File: config.mk
export PLATFORM = sky130hd
export DESIGN_NAME = load_store_unit_flat
export DESIGN_NICKNAME = d
export VERILOG_FILES = /design/src/rtl/load_store_unit_pkg.sv /design/src/rtl/load_store_unit_if.sv /design/src/rtl/load_store_unit_load_extend.sv /design/src/rtl/load_store_unit.sv /design/src/flat_wrapper.sv
export SDC_FILE = /design/constraint.sdc
export NUM_CORES = 1
export LEC_CHECK = 0
export BUFFER_PORTS_ARGS = -buffer_cell sky130_fd_sc_hd__buf_2
export CORE_UTILIZATION = 60
export CTS_BUF_LIST = sky130_fd_sc_hd__clkbuf_4 sky130_fd_sc_hd__clkbuf_8
export DETAILED_ROUTE_END_ITERATION = 8
export PLACE_DENSITY = 0.88
export SYNTH_ARGS = -nofsm -noshare
export SYNTH_HDL_FRONTEND = slang
export SYNTH_SLANG_ARGS = --single-unit
export TNS_END_PERCENT = 20
File: constraint.sdc
create_clock -name clk -period 7.4 [get_ports clk]
set_input_delay 1.48 -clock clk [delete_from_list [all_inputs] [get_ports clk]]
set_output_delay 1.48 -clock clk [all_outputs]
set_load 0.01 [all_outputs]
File: src/rtl/load_store_unit_pkg.sv
// -----------------------------------------------------------------------------
// load_store_unit_pkg
// Shared definitions for the load/store sequencer and the instruction decoder:
//   - access-size encodings driven by the decoder on mem_data_size
//   - sequencer state enum
//   - size_bytes(): access size -> number of byte transfers
// -----------------------------------------------------------------------------
package load_store_unit_pkg;

  localparam logic [1:0] SIZE_ILLEGAL = 2'b00;
  localparam logic [1:0] SIZE_BYTE    = 2'b01;
  localparam logic [1:0] SIZE_HALF    = 2'b10;
  localparam logic [1:0] SIZE_WORD    = 2'b11;

  typedef enum logic [1:0] {
    IDLE,
    XFER,
    FINISH
  } lsu_state_e;

  // Number of byte transfers for an access size; 0 for the illegal encoding.
  function automatic logic [2:0] size_bytes(input logic [1:0] size);
    case (size)
      SIZE_BYTE: return 3'd1;
      SIZE_HALF: return 3'd2;
      SIZE_WORD: return 3'd4;
      default:   return 3'd0;
    endcase
  endfunction

endpackage

File: src/rtl/load_store_unit_if.sv
// -----------------------------------------------------------------------------
// load_store_unit_if
// Byte-wide request/acknowledge data-memory bus.
//   bus_req   : byte transfer request (master -> memory)
//   bus_we    : 1 = write byte        (master -> memory)
//   bus_addr  : byte address          (master -> memory)
//   bus_wdata : write byte            (master -> memory)
//   bus_rdata : read byte, valid with bus_ack (memory -> master)
//   bus_ack   : byte accepted/returned, sampled on a rising edge (memory -> master)
// -----------------------------------------------------------------------------
interface load_store_unit_if;

  logic        bus_req;
  logic        bus_we;
  logic [31:0] bus_addr;
  logic [7:0]  bus_wdata;
  logic [7:0]  bus_rdata;
  logic        bus_ack;

  modport master (
    output bus_req, bus_we, bus_addr, bus_wdata,
    input  bus_rdata, bus_ack
  );

  modport slave (
    input  bus_req, bus_we, bus_addr, bus_wdata,
    output bus_rdata, bus_ack
  );

endinterface

File: src/rtl/load_store_unit_load_extend.sv
// -----------------------------------------------------------------------------
// load_extend
// Combinational load-result extension. The assembled value holds the loaded
// bytes right-aligned; byte and halfword results are sign- or zero-extended.
//   value  : assembled load value (right-aligned)
//   size   : access size encoding
//   sign   : 1 = sign-extend, 0 = zero-extend
//   result : extended 32-bit load result
// -----------------------------------------------------------------------------
module load_extend
  import load_store_unit_pkg::*;
(
  input  logic [31:0] value,
  input  logic [1:0]  size,
  input  logic        sign,
  output logic [31:0] result
);

  always_comb begin
    // NOTE: every always_comb output gets a default first so no path can
    // leave it unassigned and infer a latch.
    result = value;
    case (size)
      SIZE_BYTE: result = {{24{sign & value[7]}},  value[7:0]};
      SIZE_HALF: result = {{16{sign & value[15]}}, value[15:0]};
      default:   result = value;
    endcase
  end

endmodule

File: src/rtl/load_store_unit.sv
// -----------------------------------------------------------------------------
// load_store_unit
// Executes one data-memory load or store as a sequence of big-endian byte
// transfers on a request/acknowledge bus, then extends the load result.
//   clk, reset       : clock, asynchronous active-high reset
//   start            : one-cycle request, sampled only in IDLE
//   mem_read/write   : decoder direction strobes (exactly one must be set)
//   mem_data_size    : 01 byte, 10 half, 11 word, 00 illegal
//   mem_data_sign    : 1 = sign-extend load result
//   addr, wdata      : byte address, right-aligned store data
//   rdata            : load result, held until the next successful load
//   busy, done, err  : progress, completion pulse, abort flag (valid with done)
//   bus              : byte-wide memory bus (master side)
// ACK_TIMEOUT (1..65535): non-ack cycles tolerated per byte before aborting.
// -----------------------------------------------------------------------------
module load_store_unit
  import load_store_unit_pkg::*;
#(
  parameter int ACK_TIMEOUT = 255
) (
  input  logic                    clk,
  input  logic                    reset,
  input  logic                    start,
  input  logic                    mem_read,
  input  logic                    mem_write,
  input  logic [1:0]              mem_data_size,
  input  logic                    mem_data_sign,
  input  logic [31:0]             addr,
  input  logic [31:0]             wdata,
  output logic [31:0]             rdata,
  output logic                    busy,
  output logic                    done,
  output logic                    err,
  load_store_unit_if.master       bus
);

  localparam logic [15:0] TMO_LAST = 16'(ACK_TIMEOUT - 1);

  lsu_state_e  state_q, state_d;
  logic [31:0] addr_q;
  logic [31:0] data_q;      // store bytes shift out of the top, load bytes shift in at the bottom
  logic [1:0]  size_q;
  logic        sign_q;
  logic        we_q;
  logic [2:0]  n_q;
  logic [1:0]  idx_q;
  logic [15:0] tmo_q;
  logic        err_q;
  logic [31:0] rdata_q;

  logic        req_bad;
  logic        last_byte;
  logic        timed_out;
  logic [31:0] wdata_aligned;
  logic [31:0] load_assembled;
  logic [31:0] ext_value;

  assign req_bad = (mem_read == mem_write)
                || (mem_data_size == SIZE_ILLEGAL)
                || (mem_data_size == SIZE_HALF && addr[0])
                || (mem_data_size == SIZE_WORD && addr[1:0] != 2'b00);

  assign last_byte      = ({1'b0, idx_q} == n_q - 3'd1);
  assign timed_out      = !bus.bus_ack && (tmo_q == TMO_LAST);
  assign load_assembled = {data_q[23:0], bus.bus_rdata};

  // Left-align the sized store datum so its most significant byte is sent first.
  always_comb begin
    wdata_aligned = wdata;
    case (mem_data_size)
      SIZE_BYTE: wdata_aligned = {wdata[7:0], 24'h0};
      SIZE_HALF: wdata_aligned = {wdata[15:0], 16'h0};
      default:   wdata_aligned = wdata;
    endcase
  end

  load_extend u_load_extend (
    .value  (load_assembled),
    .size   (size_q),
    .sign   (sign_q),
    .result (ext_value)
  );

  // State register
  always_ff @(posedge clk or posedge reset) begin
    // NOTE: sequential state uses non-blocking assignments so every flop
    // samples the pre-edge values regardless of process evaluation order.
    if (reset) state_q <= IDLE;
    else       state_q <= state_d;
  end

  // Next-state logic
  always_comb begin
    state_d = state_q;
    case (state_q)
      IDLE:    if (start) state_d = req_bad ? FINISH : XFER;
      XFER:    if ((bus.bus_ack && last_byte) || timed_out) state_d = FINISH;
      FINISH:  state_d = IDLE;
      default: state_d = IDLE;
    endcase
  end

  // Datapath: request capture, byte sequencing, timeout, load result
  always_ff @(posedge clk or posedge reset) begin
    if (reset) begin
      addr_q  <= '0;
      data_q  <= '0;
      size_q  <= '0;
      sign_q  <= 1'b0;
      we_q    <= 1'b0;
      n_q     <= '0;
      idx_q   <= '0;
      tmo_q   <= '0;
      err_q   <= 1'b0;
      rdata_q <= '0;
    end else begin
      case (state_q)
        IDLE: if (start) begin
          addr_q <= addr;
          data_q <= wdata_aligned;
          size_q <= mem_data_size;
          sign_q <= mem_data_sign;
          we_q   <= mem_write;
          n_q    <= size_bytes(mem_data_size);
          idx_q  <= '0;
          tmo_q  <= '0;
          err_q  <= req_bad;
        end
        XFER: if (bus.bus_ack) begin
          data_q <= load_assembled;
          idx_q  <= idx_q + 2'd1;
          tmo_q  <= '0;
          if (last_byte) begin
            err_q <= 1'b0;
            if (!we_q) rdata_q <= ext_value;
          end
        end else begin
          tmo_q <= tmo_q + 16'd1;
          if (timed_out) err_q <= 1'b1;
        end
        default: ;
      endcase
    end
  end

  // Outputs decoded from registered state, so they clear with the async reset.
  always_comb begin
    busy          = (state_q != IDLE);
    done          = (state_q == FINISH);
    err           = (state_q == FINISH) && err_q;
    bus.bus_req   = (state_q == XFER);
    bus.bus_we    = (state_q == XFER) && we_q;
    bus.bus_addr  = (state_q == XFER) ? addr_q + {30'h0, idx_q} : '0;
    bus.bus_wdata = (state_q == XFER && we_q) ? data_q[31:24] : '0;
  end

  assign rdata = rdata_q;

endmodule

File: src/flat_wrapper.sv
// flat-port wrapper written by rule: the top's interface ports become plain ports
module load_store_unit_flat import load_store_unit_pkg::*;
#(
  parameter int ACK_TIMEOUT = 255
)
  (clk, reset, start, mem_read, mem_write, mem_data_size, mem_data_sign, addr, wdata, rdata, busy, done, err, bus_bus_req, bus_bus_we, bus_bus_addr, bus_bus_wdata, bus_bus_rdata, bus_bus_ack);
  load_store_unit_if bus_i ();
  input  logic clk;
  input  logic reset;
  input  logic start;
  input  logic mem_read;
  input  logic mem_write;
  input  logic [1:0] mem_data_size;
  input  logic mem_data_sign;
  input  logic [31:0] addr;
  input  logic [31:0] wdata;
  output logic [31:0] rdata;
  output logic busy;
  output logic done;
  output logic err;
  output wire logic [$bits(bus_i.bus_req)-1:0] bus_bus_req;
  output wire logic [$bits(bus_i.bus_we)-1:0] bus_bus_we;
  output wire logic [$bits(bus_i.bus_addr)-1:0] bus_bus_addr;
  output wire logic [$bits(bus_i.bus_wdata)-1:0] bus_bus_wdata;
  input wire logic [$bits(bus_i.bus_rdata)-1:0] bus_bus_rdata;
  input wire logic [$bits(bus_i.bus_ack)-1:0] bus_bus_ack;
  assign bus_bus_req = bus_i.bus_req;
  assign bus_bus_we = bus_i.bus_we;
  assign bus_bus_addr = bus_i.bus_addr;
  assign bus_bus_wdata = bus_i.bus_wdata;
  assign bus_i.bus_rdata = bus_bus_rdata;
  assign bus_i.bus_ack = bus_bus_ack;
  load_store_unit #(.ACK_TIMEOUT(ACK_TIMEOUT)) u_core (.clk(clk), .reset(reset), .start(start), .mem_read(mem_read), .mem_write(mem_write), .mem_data_size(mem_data_size), .mem_data_sign(mem_data_sign), .addr(addr), .wdata(wdata), .rdata(rdata), .busy(busy), .done(done), .err(err), .bus(bus_i));
endmodule
==> summary.md <==
| Metric | Value |
|---|---|
| Status | `completed` |
| Final GP Congestion | `0.947` |
| Post-Route WL | `18,200 um` |
| Setup Fix Bufs, Post-CTS | `0` |
| Post-synth ARST share | `100%` |
| Insertion delay to the later sink of the worst-skew pair | `450 ps` |
| Post-Syn Instances | `726` |
| Initial Util | `62.2%` |
| Post-route cell area | `roughly 0.008 mm2` |
| Nets | `949` |
| # fillers | `792` |
| Maxcap violations | `0` |
| CP endpoint kind | `output pin` |
| First-iteration detailed-routing DRC count | `587` |
| Dominant synthesized flop cell | `dfrtp_1` |
| Count of distinct cell types in the synthesized netlist | `56` |
| Layout cells sized above 1 | `28.7%` |
| RSZ-0062 raised after global routing | `false` |
| Min Tclk post-route | `4330 ps` |
| H-tree levels | `4` |
| Met2 routed WL | `8900 um` |
| Critical path peak fanout | `10` |
| Length of routed wiring on met1 | `approximately 7600 um` |
| DRC Markers | `0` |
| GR Overflow Total | `0` |
| Reg2reg end | `u_core.data_q[26]$_DFFE_PP0P_` |
| Yosys warning total | `0` |
| Fin crit share | `58.5%` |
| Top cells by area, synth | `dfrtp_1 46%, mux2_2 6.6%, o21ai_0 5.7%` |
| Synth Cell Area | `0.00680 mm2` |
| Post-Synthesis Net Count | `821` |
| Routed met3 length | `1270 um` |
| Power per cell area | `369 mW/mm2` |
| Post-synthesis sequential area ratio | `45.6%` |
| Synth area leader | `dfrtp_1` |
| DR pass1 iterations | `6` |
| Static Leak | `3.90 nW` |
| Hold-fix buffers, CTS | `0` |
| DRT antenna net count | `0` |
| CTS clk-pin slew, worst paths | `70 ps` |
| Number of synthesized flops with an enable pin | `0` |
| Worst flop-to-flop path startpoint | `u_core.state_q[1]$_DFFE_PP0P_` |
| Post_cts resized | `0` |
| Multi-input gate area | `0.00338 mm2` |
| DR top layer | `met4` |
| Num CTS Buffers | `17` |
| Worst Hold Depth | `2` |
| Final Hold Viols | `0` |
| I/O pins | `158` |
| Area occupied by registers | `~0.0031 mm2` |
| Chip height | `~110 um` |
| Setup TNS | `0 ps` |
| Count leader, synth | `dfrtp_1` |
| CTS Root Buffer Type | `clkbuf_8` |
| Final hold slack | `481 ps` |
| Top post-synthesis cells by count | `124 x dfrtp_1, 78 x o21ai_0, 72 x a21oi_1` |
| Reg2reg setup slack | `between 4000 and 5000 ps` |
| Util after Layout | `73.9%` |
| Startpoint types | `register` |
| Syn Area/Cell | `between 9 and 10 um2` |
| Largest net degree at the start of global routing | `93` |
| Via/cell ratio | `between 6 and 7` |
| Worst reg-to-reg path cell count | `8` |
| Maximum VDD drop | `0.000214 V` |
| Worst slew pin tran | `1140 ps` |
| Area Overhead vs Synth | `18.9%` |
| Max_slew headroom | `23.8%` |
| Setup Skew | `12.4 ps` |
| Wirelength per Cell | `18.1 um` |
| Vias in the first global route | `between 5,000 and 6,000` |
| Critical path data arrival time | `2850 ps` |
| Port bufs | `157` |
| Core Area | `approximately 0.011 mm2` |
| Gr usage total | `31.4%` |
| First-pass GRT wire length | `28,400 um` |
| Die footprint | `~0.012 mm2` |
| Fmax achieved | `around 0.23 GHz` |
| Finish-stage setup viols | `0` |
| Final Max Slew Viols | `0` |
| CTS tree | `done` |
| DIE WIDTH | `approximately 110 um` |
| Critical path class | `register to output pin` |
| #FFs+latches synth | `roughly 120` |
| Placed cell areas | `0.00761 mm2` |
| Critical Path RT | `5920 ps` |
| Hold/Removal Path Class | `register to register` |
| ANT cells | `0` |
| Clock tree sinks | `about 120` |
| HP Start | `u_core.data_q[28]$_DFFE_PP0P_` |
| Row cnt | `38` |
| Vias | `between 6,000 and 7,000` |
| Initial antenna violation count | `0` |
| Tot Pwr | `2.98 mW` |
| HPWL Detailed | `12,300 um` |
| Hold EP | `u_core.data_q[28]$_DFFE_PP0P_` |
| Largest buffer count on any clock path | `2` |
| Synth top area share | `45.6%` |
-- how the worst max path moves through the flow --
stage,cells after the start,slack (ps),endpoint,from
after floorplan,1,2620,u_core.addr_q[0]$_DFFE_PP0P_,reset
after global placement,6,3590,bus_bus_addr[31],u_core.idx_q[1]$_DFFE_PP0P_
after detailed placement,6,3560,bus_bus_addr[31],u_core.idx_q[1]$_DFFE_PP0P_
after CTS,6,3090,bus_bus_addr[31],u_core.idx_q[1]$_DFFE_PP0P_
after global routing,7,2920,bus_bus_addr[26],u_core.idx_q[0]$_DFFE_PP0P_
final,6,3070,bus_bus_addr[31],u_core.idx_q[1]$_DFFE_PP0P_
-- cells by family after synthesis --
kind of cell             Yosys count  share of synthesized area [%]
AO/OA/AOI/OAI                    223                           19.3
flip-flops                       124                           45.6
AND/OR/NAND/NOR                  207                           16.3
multiplexers                      57                           9.12
adder cells (fa/ha/maj)           14                           2.69
XOR/XNOR                          16                           2.06
buffers and inverters             85                           4.93
-- cells in the final DEF (no fill, tap or decap), types with 8 or more instances in the layout --
master	instances
nand4_1	10
nand3_1	13
o31ai_1	19
mux2_2	40
clkbuf_8	19
inv_1	29
nand2_1	64
or3_1	9
dfrtp_1	124
nor2_1	29
buf_2	157
mux2i_1	17
ha_1	13
and3_1	30
a21oi_1	71
a31oi_1	14
a221o_1	8
a22oi_1	8
or4_1	14
o21ai_0	78
xnor2_1	9
a211oi_1	8
-- power by group --
group | total, mW | internal, mW | switching, mW
clock | 0.710 | 0.421 | 0.288
combinational | 1.09 | 0.453 | 0.633
sequential | 1.19 | 0.924 | 0.265
-- layer usage --
layer	vias to the layer above	GRT usage, %
met1	3062	42.6
met2	295	49.0
met5	-	0
met3	48	7.35
li1	2904	-
met4	0	11.9
-- cell type report --
| class | count | share of cell area [%] |
|---|---|---|
| Clock buffer | 19 | 3.23 |
| Inverter | 31 | 1.47 |
| Tap cell | 140 | 2.17 |
| Timing Repair Buffer | 163 | 10.3 |
| Sequential cell | 124 | 38.4 |
| Clock inverter | 13 | 2.65 |
| Multi-Input combinational cell | 517 | 41.8 |
-- worst max-delay path, stage by stage, from the launching register on --
cell,delay [ps]
dfrtp_1,460
ha_1,310
a21oi_1,160
or4b_1,680
or4_1,520
a21oi_1,140
buf_2,140
-- through the flow --
| stage | cells | worst slack [ps] |
|---|---|---|
| floorplan | 726 | 2620 |
| global placement | 975 | 3590 |
| detailed placement | 975 | 3560 |
| CTS | 1007 | 3090 |
| global route | 1007 | 2920 |
| finish | 1007 | 3070 |
-- sequential cells by signal, indices dropped and copies added, names as in the netlist --
| signal | flops |
|---|---|
| u_core.we_q | 1 |
| u_core.rdata | 32 |
| u_core.addr_q | 32 |
| u_core.n_q | 3 |
| u_core.size_q | 2 |
| u_core.tmo_q | 16 |
| u_core.idx_q | 2 |
| u_core.err_q | 1 |
| u_core.sign_q | 1 |
| u_core.data_q | 32 |
| u_core.state_q | 2 |
Power figures use the tool's default switching activity.
